`src/rtl/oled_pkg.sv`:
```
// State encoding and frame constants shared by the SSD1306 SPI transmitter.
package oled_pkg;

    typedef enum logic [2:0] {
        ST_IDLE,
        ST_SETUP,
        ST_HIGH,
        ST_LOW,
        ST_HOLD,
        ST_GAP
    } state_t;

    // SETUP + 8 HIGH + 7 LOW + HOLD + GAP
    localparam int FRAME_PHASES = 18;

endpackage

```
`src/rtl/oled_phase_timer.sv`:
```
// Counts HALF_DIV clock cycles per SCK half-period; tc_o flags the last cycle of a phase.
// Zero latency on tc_o; clr_i forces the count back to 0 on the next edge.
module oled_phase_timer #(
    parameter int HALF_DIV = 250
) (
    input  logic clk_i,
    input  logic rst_i,
    input  logic clr_i,
    output logic tc_o
);

    localparam int             CW   = $clog2(HALF_DIV + 1);
    localparam logic [CW-1:0]  LAST = CW'(HALF_DIV - 1);

    logic [CW-1:0] cnt_q, cnt_d;

    always_comb begin
        cnt_d = cnt_q + CW'(1);
        if (clr_i) begin
            cnt_d = '0;
        end
    end

    always_ff @(posedge clk_i) begin
        if (rst_i) begin
            cnt_q <= '0;
        end else begin
            cnt_q <= cnt_d;
        end
    end

    assign tc_o = (cnt_q == LAST);

endmodule

```
`src/rtl/oled_spi_tx.sv`:
```
// Mode-0, MSB-first SPI byte transmitter for the SSD1306; one byte plus D/C per handshake.
// CS drops the cycle after accept, busy lasts 18*HALF_DIV cycles; requests while busy are dropped.
module oled_spi_tx
    import oled_pkg::*;
#(
    parameter int HALF_DIV = 250
) (
    input  logic       clk,
    input  logic       rst,
    input  logic       send_en,
    input  logic       send_dc,
    input  logic [7:0] send_data,
    output logic       send_busy,
    output logic       oled_cs,
    output logic       oled_sck,
    output logic       oled_dc,
    output logic       oled_mosi
);

    state_t     state_q, state_d;
    logic [7:0] shreg_q, shreg_d;
    logic [2:0] bitcnt_q, bitcnt_d;
    logic       dc_q, dc_d;
    logic       busy_q, busy_d;
    logic       cs_q, cs_d;
    logic       sck_q, sck_d;
    logic       mosi_q, mosi_d;
    logic       phase_tc;
    logic       phase_clr;

    // Held at zero while idle so every phase starts from a clean count.
    assign phase_clr = (state_q == ST_IDLE) || (state_d != state_q);

    oled_phase_timer #(
        .HALF_DIV (HALF_DIV)
    ) u_phase_timer (
        .clk_i (clk),
        .rst_i (rst),
        .clr_i (phase_clr),
        .tc_o  (phase_tc)
    );

    always_comb begin
        state_d  = state_q;
        shreg_d  = shreg_q;
        bitcnt_d = bitcnt_q;
        dc_d     = dc_q;

        case (state_q)
            ST_IDLE: begin
                if (send_en) begin
                    state_d  = ST_SETUP;
                    shreg_d  = send_data;
                    dc_d     = send_dc;
                    bitcnt_d = 3'd0;
                end
            end
            ST_SETUP: begin
                if (phase_tc) state_d = ST_HIGH;
            end
            ST_HIGH: begin
                if (phase_tc) begin
                    bitcnt_d = bitcnt_q + 3'd1;
                    if (bitcnt_q == 3'd7) begin
                        state_d = ST_HOLD;
                    end else begin
                        state_d = ST_LOW;
                        shreg_d = {shreg_q[6:0], 1'b0};
                    end
                end
            end
            ST_LOW: begin
                if (phase_tc) state_d = ST_HIGH;
            end
            ST_HOLD: begin
                if (phase_tc) state_d = ST_GAP;
            end
            ST_GAP: begin
                if (phase_tc) state_d = ST_IDLE;
            end
            default: state_d = ST_IDLE;
        endcase

        // Outputs are decoded from the next state so they register in step with it.
        busy_d = (state_d != ST_IDLE);
        cs_d   = (state_d == ST_IDLE) || (state_d == ST_GAP);
        sck_d  = (state_d == ST_HIGH);
        mosi_d = ((state_d == ST_SETUP) || (state_d == ST_HIGH) || (state_d == ST_LOW))
                 ? shreg_d[7] : 1'b0;
    end

    always_ff @(posedge clk) begin
        if (rst) begin
            state_q  <= ST_IDLE;
            shreg_q  <= '0;
            bitcnt_q <= '0;
            dc_q     <= 1'b0;
            busy_q   <= 1'b0;
            cs_q     <= 1'b1;
            sck_q    <= 1'b0;
            mosi_q   <= 1'b0;
        end else begin
            state_q  <= state_d;
            shreg_q  <= shreg_d;
            bitcnt_q <= bitcnt_d;
            dc_q     <= dc_d;
            busy_q   <= busy_d;
            cs_q     <= cs_d;
            sck_q    <= sck_d;
            mosi_q   <= mosi_d;
        end
    end

    assign send_busy = busy_q;
    assign oled_cs   = cs_q;
    assign oled_sck  = sck_q;
    assign oled_dc   = dc_q;
    assign oled_mosi = mosi_q;

endmodule
```
`config.mk`:
```
export PLATFORM = sky130hd
export DESIGN_NAME = oled_spi_tx
export DESIGN_NICKNAME = d
export VERILOG_FILES = /design/src/rtl/oled_pkg.sv /design/src/rtl/oled_phase_timer.sv /design/src/rtl/oled_spi_tx.sv
export SDC_FILE = /design/constraint.sdc
export NUM_CORES = 1
export LEC_CHECK = 0
export ABC_AREA = 1
export CAP_MARGIN = 20
export CELL_PAD_IN_SITES_DETAIL_PLACEMENT = 0
export CELL_PAD_IN_SITES_GLOBAL_PLACEMENT = 1
export CORE_MARGIN = 2
export CORE_UTILIZATION = 42
export DETAILED_ROUTE_END_ITERATION = 10
export MAX_ROUTING_LAYER = met4
export PLACE_DENSITY_LB_ADDON = 0.08
export SETUP_SLACK_MARGIN = 0.3
export SKIP_CTS_REPAIR_TIMING = 1
export SLEW_MARGIN = 30
export SYNTH_ARGS = -nofsm -noshare
export SYNTH_HDL_FRONTEND = slang
export SYNTH_SLANG_ARGS = --single-unit
```
`constraint.sdc`:
```
create_clock -name clk -period 2.9 [get_ports clk]
set_input_delay 0.58 -clock clk [delete_from_list [all_inputs] [get_ports clk]]
set_output_delay 0.58 -clock clk [all_outputs]
set_load 0.05 [all_outputs]
```
==> metrics.yaml, run 1 <==
finalHoldViolCount: 0
worst_pin_slew_ns: 0.5361
reg2reg_to: "u_phase_timer.cnt_q[1]$_SDFF_PP0_"
yosysMostFrequentCell: "nand2_1"
grt_setup_unrepaired: "false"
cp_num_buf_inv: 1
fin_setup_tns_ns: 0
clockBufferDepth: 2
detail_route.iter0.violations: 70
worstReg2RegStart: "bitcnt_q[0]$_SDFFE_PP0P_"
htreeDepth: 1
yosys_warnings: 0
period_needed_ns: 2.059
slew_headroom_pct: 64.15
setup_viol: 0
power_leakage_uw: 0.0006914
synth_nets: 202
synth_area_leaders: "dfxtp_1 39%, nand2_1 9.5%, nor2_1 7.3%"
first_pass_iters: 4
drive_gt1_share_pct: 10.84
grt_pass1_wl_mm: 4.623
root_buffer: "clkbuf_4"
place.gp.congestion: 0.8435
wl_mm: 2.708
power_uw: 664.9
status: "finished, final reports clean"
grt_pass1_vias: 1137
ys_seq_area_share_pct: 38.92
ys_seq_elements: 27
dp_hpwl_mm: 2.144
cts.sinks: 27
crit_arrival_ns: 1.48
rows: 20
tritoncts: "built"
cp_slowest_cell: "clkdlybuf4s50_1"
cp_cell_sequence: "clkdlybuf4s50_1"
synth_cell_types: 27
initial_core_util_pct: 44.76
fin_crit_sh_pct: 71.01
ys.flop_type: "dfxtp_1"
drc: 0
pin_count: 17
path_class: "reg2out"
critPathMaxStageDelay_ns: 0.80
cts_made_buffers: 3
maxCapViolations: 0
port_buffers: 16
syn_area_per_cell_sq_um: 7.507
p_per_area_nw_per_um2: 411.3
area_delta_synth_final_pct: 16.40
die_h_um: 61.51
wl_per_cell_um: 10.96
crit_fanout: 2
grt_antenna_before_repair: 0
clkTransAtPathRegs_ns: 0.15
netlist.area_leader.share_pct: 38.92
cp_num_cells: 1
cp_top_family: "buffers and inverters"
n_fill_cell: 341
die-area_sq_um: 3783
peakVddDrop_uv: 253.4
core_area_sq_um: 3103
worstSetupStartpoint: "oled_dc$_SDFFE_PP0P_"
synth_edf_count: 0
endpoint: "oled_dc"
antenna_cells: 0
netlist_instances: 185
async_flop_share_pct: 0
fin_skew_ns: 0.006041
yosysTopAreaCell: "dfxtp_1"
max_freq_mhz: 485.6
ant_nets: 0
seq_area_sq_um: 540.5
end_kind: "output port"
ys_top_cells_by_count: "35 x nand2_1, 27 x dfxtp_1, 27 x nor2_1, 17 x inv_1, 14 x nand3_1"
hold_path.class: "reg2reg"
grt_max_degree: 16
finalNetCount: 221
rr_worst_depth: 9
multiInputGateArea_sq_um: 750.7
die_w_um: 61.51
syn_area_sq_um: 1389
vias_per_cell: 4.870
maxSlewViolCount: 0
r2r_slack_ns: 1.17
grt-ovfl-total: 0
required_ns: 2.32
dr_total_vias: 1203
grt_use_total_pct: 16.89
worstSetupStartpointType: "register"
clk_latency_ns: 0.32
[cell type report]
cell class	instances	share of cell area, %
multi-input combinational	134	46.44
clock inverter	1	0.3096
timing repair buffer	16	9.907
inverter	22	5.108
tap	44	3.406
sequential	27	33.44
clock buffer	3	1.393
[power breakdown]
part	switching [uW]	total [uW]	internal, uW	leakage (uW)
Combinational	61.9	106	43.9	0.000453
Sequential	9.71	397	387	0.000220
Clock	110	162	51.6	0.0000177
Total	182	665	483	0.000691
[worst min path at each step]
stage | start | end | slack [ns] | cells past startpoint
finish | oled_dc$_SDFFE_PP0P_ | oled_dc$_SDFFE_PP0P_ | 0.48 | 2
global route | oled_dc$_SDFFE_PP0P_ | oled_dc$_SDFFE_PP0P_ | 0.50 | 2
CTS | oled_dc$_SDFFE_PP0P_ | oled_dc$_SDFFE_PP0P_ | 0.48 | 2
detailed placement | u_phase_timer.cnt_q[0]$_SDFF_PP0_ | u_phase_timer.cnt_q[0]$_SDFF_PP0_ | 0.45 | 1
global placement | u_phase_timer.cnt_q[0]$_SDFF_PP0_ | u_phase_timer.cnt_q[0]$_SDFF_PP0_ | 0.44 | 1
floorplan | u_phase_timer.cnt_q[0]$_SDFF_PP0_ | u_phase_timer.cnt_q[0]$_SDFF_PP0_ | 0.43 | 1
[registers in the layout, indices dropped and copies added, names as in the netlist]
| name | flops |
|---|---|
| shreg_q | 8 |
| u_phase_timer.cnt_q | 8 |
| bitcnt_q | 3 |
| state_q | 3 |
| oled_cs | 1 |
| oled_dc | 1 |
| oled_mosi | 1 |
| oled_sck | 1 |
| send_busy | 1 |
[kinds of logic after synthesis]
kind of cell	after synthesis	share of synthesized area [%]
AO/OA/AOI/OAI	26	11.26
adder cells (fa/ha/maj)	5	4.505
XOR/XNOR	6	3.784
flip-flops	27	38.92
AND/OR/NAND/NOR	97	34.51
buffers and inverters	24	7.027
[cells in the final DEF (no fill, tap or decap), drive strengths merged]
cell type and instances:
nand2 39, nor2 33, dfxtp 27, inv 22, clkdlybuf4s50 16, nand3 15
a21oi 10, o21ai 8, a22oi 6, ha 5, nand4 4, xnor2 4
nand3b 3, clkbuf 3, xor2 2, and3 2, nor3 1, o21bai 1
o211a 1, clkinv 1
[per-stage QoR]
stage | instances | hold WS [ns] | util, % | area [sq um] | setup WS [ns]
detailed placement | 243 | 0.4545 | 51.21 | 1589 | 0.7941
floorplan | 185 | 0.4332 | - | 1389 | 1.390
finish | 247 | 0.4787 | 52.10 | 1617 | 0.8406
global route | 247 | 0.5028 | 52.10 | 1617 | 0.7847
CTS | 247 | 0.4829 | 52.10 | 1617 | 0.8281
global placement | 243 | 0.4393 | 51.21 | 1589 | 0.8674
[routing by layer]
| metal | wire length, um | GRT usage [%] | up-vias |
|---|---|---|---|
| li1 | - | - | 637 |
| met1 | 1272 | 20.16 | 544 |
| met2 | 1298 | 28.42 | 20 |
| met3 | 118 | 2.731 | 2 |
| met4 | 18 | 6.383 | 0 |
| met5 | 0 | - | - |
(Power assumes the default switching activity.)
==> run 2, diff against run 1 <==
--- a/config.mk
+++ b/config.mk
@@ -10,7 +10,7 @@
 export CELL_PAD_IN_SITES_DETAIL_PLACEMENT = 0
 export CELL_PAD_IN_SITES_GLOBAL_PLACEMENT = 1
 export CORE_MARGIN = 2
-export CORE_UTILIZATION = 42
+export CORE_UTILIZATION = 36
 export DETAILED_ROUTE_END_ITERATION = 10
 export MAX_ROUTING_LAYER = met4
 export PLACE_DENSITY_LB_ADDON = 0.08
==> constraint.sdc (replaced) <==
create_clock -name clk -period 1.7 [get_ports clk]
set_input_delay 0.34 -clock clk [delete_from_list [all_inputs] [get_ports clk]]
set_output_delay 0.34 -clock clk [all_outputs]
set_load 0.05 [all_outputs]
==> metrics.yaml, run 2 (synthesis results as in run 1) <==
status: "finished, final reports clean"  # unchanged
maxSlewViolCount: 0  # unchanged
area_delta_synth_final_pct: 31.08  # was 16.40%
hold_path.class: "reg2reg"  # unchanged
layout.cells.non_filler: 258  # was 247
fin_setup_tns_ns: 0  # unchanged
cts.sinks: 27  # unchanged
place.gp.congestion: 0.8198  # was 0.8435
grt_setup_unrepaired: "true"  # was false
path_class: "reg2reg"  # was reg2out
slew_headroom_pct: 80.48  # was 64.15%
p_int_uw: 910.8  # was 482.9 uW
rows: 22  # was 20
clockBufferDepth: 2  # unchanged
finalNetCount: 228  # was 221
maxCapViolations: 0  # unchanged
seq_area_sq_um: 556.8  # was 540.5 sq um
core_area_sq_um: 3689  # was 3103 sq um
dpl.cell_count: 248  # was 243
ant_nets: 0  # unchanged
n_fill_cell: 395  # was 341
grt_antenna_before_repair: 0  # unchanged
die_h_um: 66.11  # was 61.51 um
port_buffers: 16  # unchanged
root_buffer: "clkbuf_8"  # was clkbuf_4
crit_arrival_ns: 1.79  # was 1.48 ns
cts_made_buffers: 3  # unchanged
final_common_cell: "nand2_1"  # unchanged
clockPowerShare_pct: 29.4  # was 24.4%
finalHoldViolCount: 0  # unchanged
seqPwrFrac_pct: 54.5  # was 59.7%
wl_mm: 3.091  # was 2.708 mm
end_kind: "register"  # was output port
initial_core_util_pct: 37.65  # was 44.76%
tritoncts: "built"  # unchanged
period_needed_ns: 1.565
die-area_sq_um: 4371  # was 3783 sq um
grt_pass1_vias: 1187  # was 1137
pwr-share-comb_pct: 16.1  # was 15.9%
detail_route.iter0.violations: 33  # was 70
dr_total_vias: 1269  # was 1203
switchingPower_uw: 343.6  # was 182.0 uW
dp_hpwl_mm: 2.215  # was 2.144 mm
multiInputGateArea_sq_um: 865.8  # was 750.7 sq um
drc: 0  # unchanged
die_w_um: 66.11  # was 61.51 um
htreeDepth: 1  # unchanged
grt_max_degree: 16  # unchanged
whs_ns: 0.4584  # was 0.4787 ns
max_freq_mhz: 639.0
wl_met1_mm: 1.427  # was 1.272 mm
wl_per_cell_um: 11.98  # was 10.96 um
first_pass_iters: 4  # unchanged
drive_gt1_share_pct: 33.81  # was 10.84%
power_leakage_uw: 0.0007688  # was 0.0006914 uW
required_ns: 1.92  # was 2.32 ns
setup_viol: 0  # unchanged
wl_met3_um: 111  # was 118 um
clkTransAtPathRegs_ns: 0.10  # was 0.15 ns
layout_common_cells: "28 x nand2_1, 21 x nor2_1, 16 x dfxtp_1"  # was 35 x nand2_1, 27 x nor2_1, 27 x dfxtp_1
grt_pass1_wl_mm: 5.099  # was 4.623 mm
worstSetupStartpointType: "register"  # unchanged
peakVddDrop_uv: 334.5  # was 253.4 uV
wl_met2_mm: 1.502  # was 1.298 mm
power_uw: 1254  # was 664.9 uW
pin_count: 17  # unchanged
grt-ovfl-total: 0  # unchanged
vias_per_cell: 4.919  # was 4.870
antenna_cells: 0  # unchanged
fin_crit_sh_pct: 92.06
reg_top3: "shreg_q (8), u_phase_timer.cnt_q (8)"  # unchanged
p_sw_share_pct: 27.39  # was 27.38%
clk_latency_ns: 0.28  # was 0.32 ns
crit_fanout: 8  # was 2
p_per_area_nw_per_um2: 689.0  # was 411.3 nW/um^2
grt_use_total_pct: 15.60  # was 16.89%
top_layer: "met4"  # unchanged
utilization_pct: 49.36  # was 52.10%
worst_pin_slew_ns: 0.2918  # was 0.5361 ns
fin_skew_ns: 0.01012  # was 0.006041 ns
==> run 2: cell types whose count changed in the layout (fill, tap and decap cells not counted), moves of 4 or more <==
cell             before  now
nand3_1              14    9
clkdlybuf4s50_1      16   11
inv_1                17   13
nor2_1               27   21
nand2_1              35   28
nand3_2               0    5
nand2_2               3   10
buf_4                 0   11
dfxtp_2               0   10
dfxtp_1              27   16
==> run 2: worst max-delay path: stages (launching register included) <==
cell and delay (ns):
dfxtp_2 0.35, ha_4 0.17, ha_4 0.16, nand3b_1 0.18, buf_4 0.16, nand3_2 0.06
nand3_1 0.08, nand3_2 0.09, nand3_4 0.14, nor2_2 0.12
==> run 2: power by group through the flow <==
stage / clock, uW / combinational [uW] / sequential (uW)
floorplan: 0 / 107 / 715
finish: 369 / 202 / 683
CTS: 383 / 189 / 679
global route: 415 / 227 / 687
detailed placement: 0 / 188 / 694
global placement: 0 / 186 / 693
==> run 2: cell type report <==
type	count	area share (%)
Multi-Input combinational cell	134	47.56
Clock buffer	3	2.268
Inverter	22	4.811
Tap cell	48	3.299
Clock inverter	1	0.2749
Timing Repair Buffer	23	11.20
Sequential cell	27	30.58
==> run 2: routing by layer <==
layer	global-route usage [%]	up-vias
met2	25.37	26
met3	2.044	5
li1	-	653
met5	-	-
met1	19.64	585
met4	6.122	0
==> run 2: metrics by stage <==
stage          cell area [sq um]  worst slack, ns
2_1_floorplan               1434           0.3067
3_3_place_gp                1634           0.1475
3_5_place_dp                1634           0.1309
4_1_cts                     1680           0.1151
5_1_grt                     1821          0.02473
6_report                    1821           0.1350
==> run 2: worst paths after layout <==
check | from | to | slack, ns | depth (start not counted)
worst min-delay path | u_phase_timer.cnt_q[0]$_SDFF_PP0_ | u_phase_timer.cnt_q[0]$_SDFF_PP0_ | 0.46 | 1
worst max register to register | bitcnt_q[1]$_SDFFE_PP0P_ | u_phase_timer.cnt_q[2]$_SDFF_PP0_ | 0.13 | 9
worst max-delay path | bitcnt_q[1]$_SDFFE_PP0P_ | u_phase_timer.cnt_q[2]$_SDFF_PP0_ | 0.13 | 9
worst min register to register | u_phase_timer.cnt_q[0]$_SDFF_PP0_ | u_phase_timer.cnt_q[0]$_SDFF_PP0_ | 0.46 | 1
==> run 3, diff against run 2 <==
--- a/config.mk
+++ b/config.mk
@@ -9,7 +9,6 @@
 export CAP_MARGIN = 20
 export CELL_PAD_IN_SITES_DETAIL_PLACEMENT = 0
 export CELL_PAD_IN_SITES_GLOBAL_PLACEMENT = 1
-export CORE_MARGIN = 2
 export CORE_UTILIZATION = 36
 export DETAILED_ROUTE_END_ITERATION = 10
 export MAX_ROUTING_LAYER = met4
==> metrics.yaml, run 3 (synthesis results as in run 1) <==
pin_count: 17  # unchanged
hold_depth: 1  # unchanged
reg2reg_to: "shreg_q[1]$_SDFFE_PP0P_"  # was u_phase_timer.cnt_q[2]$_SDFF_PP0_
grt_antenna_before_repair: 0  # unchanged
fin_crit_sh_pct: 93.52  # was 92.06%
first_pass_iters: 4  # unchanged
dp_hpwl_mm: 2.167  # was 2.215 mm
crit_fanout: 8  # unchanged
core_area_sq_um: 3689  # unchanged
grt-ovfl-total: 0  # unchanged
status: "finished, final reports clean"  # unchanged
dpl.cell_count: 248  # unchanged
worstReg2RegStart: "u_phase_timer.cnt_q[1]$_SDFF_PP0_"  # was bitcnt_q[1]$_SDFFE_PP0P_
peakVddDrop_uv: 418.1  # was 334.5 uV
reg_top3: "shreg_q (8), u_phase_timer.cnt_q (8)"  # unchanged
crit_arrival_ns: 1.81  # was 1.79 ns
fin_setup_tns_ns: 0  # unchanged
finalHoldViolCount: 0  # unchanged
required_ns: 1.92  # about the same
clkTransAtPathRegs_ns: 0.10  # about the same
period_needed_ns: 1.590  # was 1.565 ns
hold_path.class: "reg2reg"  # unchanged
area_delta_synth_final_pct: 29.10  # was 31.08%
maxCapViolations: 0  # unchanged
cts_made_buffers: 3  # unchanged
htreeDepth: 1  # unchanged
rr_worst_depth: 9  # unchanged
fin_skew_ns: 0.007193  # was 0.01012 ns
wl_per_cell_um: 11.30  # was 11.98 um
grt_pass1_vias: 1208  # was 1187
drc: 0  # unchanged
end_kind: "register"  # unchanged
power_leakage_uw: 0.0007575  # was 0.0007688 uW
worstSetupStartpointType: "register"  # unchanged
clockBufferDepth: 2  # unchanged
p_per_area_nw_per_um2: 697.0  # was 689.0 nW/um^2
root_buffer: "clkbuf_8"  # unchanged
initial_core_util_pct: 37.65  # unchanged
place.gp.congestion: 0.8204  # was 0.8198
dr_total_vias: 1241  # was 1269
grt_use_total_pct: 16.63  # was 15.60%
grt_max_degree: 16  # unchanged
cts.sinks: 27  # unchanged
antenna_cells: 0  # unchanged
drive_gt1_share_pct: 31.10  # was 33.81%
power_uw: 1250  # was 1254 uW
min_to: "u_phase_timer.cnt_q[0]$_SDFF_PP0_"  # unchanged
vias_per_cell: 4.829  # was 4.919
r2r_slack_ns: 0.11  # was 0.13 ns
rows: 22  # unchanged
path_class: "reg2reg"  # unchanged
maxSlewViolCount: 0  # unchanged
final_common_cell: "nand2_1"  # unchanged
wl_mm: 2.904  # was 3.091 mm
max_freq_mhz: 629.0  # was 639.0 MHz
tritoncts: "built"  # unchanged
layout.cells.non_filler: 257  # was 258
die_w_um: 64.11  # was 66.11 um
port_buffers: 16  # unchanged
die_h_um: 64.11  # was 66.11 um
worst_pin_slew_ns: 0.3181  # was 0.2918 ns
worstSetupStartpoint: "u_phase_timer.cnt_q[1]$_SDFF_PP0_"  # was bitcnt_q[1]$_SDFFE_PP0P_
grt_setup_unrepaired: "true"  # unchanged
grt_pass1_wl_mm: 5.181  # was 5.099 mm
worstHoldStart: "u_phase_timer.cnt_q[0]$_SDFF_PP0_"  # unchanged
clk_latency_ns: 0.28  # about the same
die-area_sq_um: 4110  # was 4371 sq um
layout_common_cells: "29 x nand2_1, 21 x nor2_1, 17 x dfxtp_1"  # was 28 x nand2_1, 21 x nor2_1, 16 x dfxtp_1
slew_headroom_pct: 78.72  # was 80.48%
finalNetCount: 227  # was 228
n_fill_cell: 377  # was 395
ant_nets: 0  # unchanged
detail_route.iter0.violations: 63  # was 33
setup_viol: 0  # unchanged
## run 3: cell count changes in the layout (fill, tap and decap cells not counted), sizes merged
| cell | before | now |
|---|---|---|
| buf | 12 | 11 |
## run 3: worst max path at each step
stage / end / slack [ns] / depth (start not counted)
floorplan: oled_sck$_SDFF_PP0_ / 0.31 / 8
global placement: oled_sck$_SDFF_PP0_ / 0.15 / 7
detailed placement: oled_sck$_SDFF_PP0_ / 0.13 / 7
CTS: shreg_q[0]$_SDFFE_PP0P_ / 0.12 / 8
global route: shreg_q[0]$_SDFFE_PP0P_ / 0.01 / 9
finish: shreg_q[1]$_SDFFE_PP0P_ / 0.11 / 9
## run 3: power by group
part	total [uW]	internal [uW]	switching [uW]
clock	372	165	207
sequential	682	661	21.7
combinational	196	83.4	112
total	1250	909	341
## run 3: final cells by class
class,instances,area (sq um),share of cell area [%]
inverter,22,90.09,5.024
tap,48,60.06,3.350
clock buffer,3,41.29,2.303
clock inverter,1,5.005,0.2791
multi-input combinational,134,848.3,47.31
timing repair buffer,22,192.7,10.75
sequential,27,555.5,30.98
## run 3: worst max-delay path, stage by stage, from the launching register on
cell	delay, ns
dfxtp_2	0.35
inv_2	0.06
ha_4	0.13
inv_2	0.04
nor2_4	0.13
nand2_4	0.11
nor3_4	0.34
buf_4	0.18
a22oi_1	0.05
a21oi_1	0.13
## run 3: layer usage
| layer | vias up | global-route usage, % | share of wire [%] |
|---|---|---|---|
| met2 | 21 | 26.46 | 47 |
| met3 | 5 | 2.857 | 3.1 |
| met1 | 568 | 21.17 | 48 |
| li1 | 647 | - | - |
| met5 | - | - | 0 |
| met4 | 0 | 6.111 | 1.4 |
## run 3: through the flow
stage	area, sq um	hold WS [ns]	setup slack [ns]	util, %
final	1793	0.4595	0.1102	48.61
after global routing	1793	0.4721	0.01422	48.61
after CTS	1680	0.4719	0.1209	45.56
after detailed placement	1634	0.4563	0.1312	44.30
after global placement	1634	0.4493	0.1485	44.30
after floorplan	1434	0.4202	0.3067	-
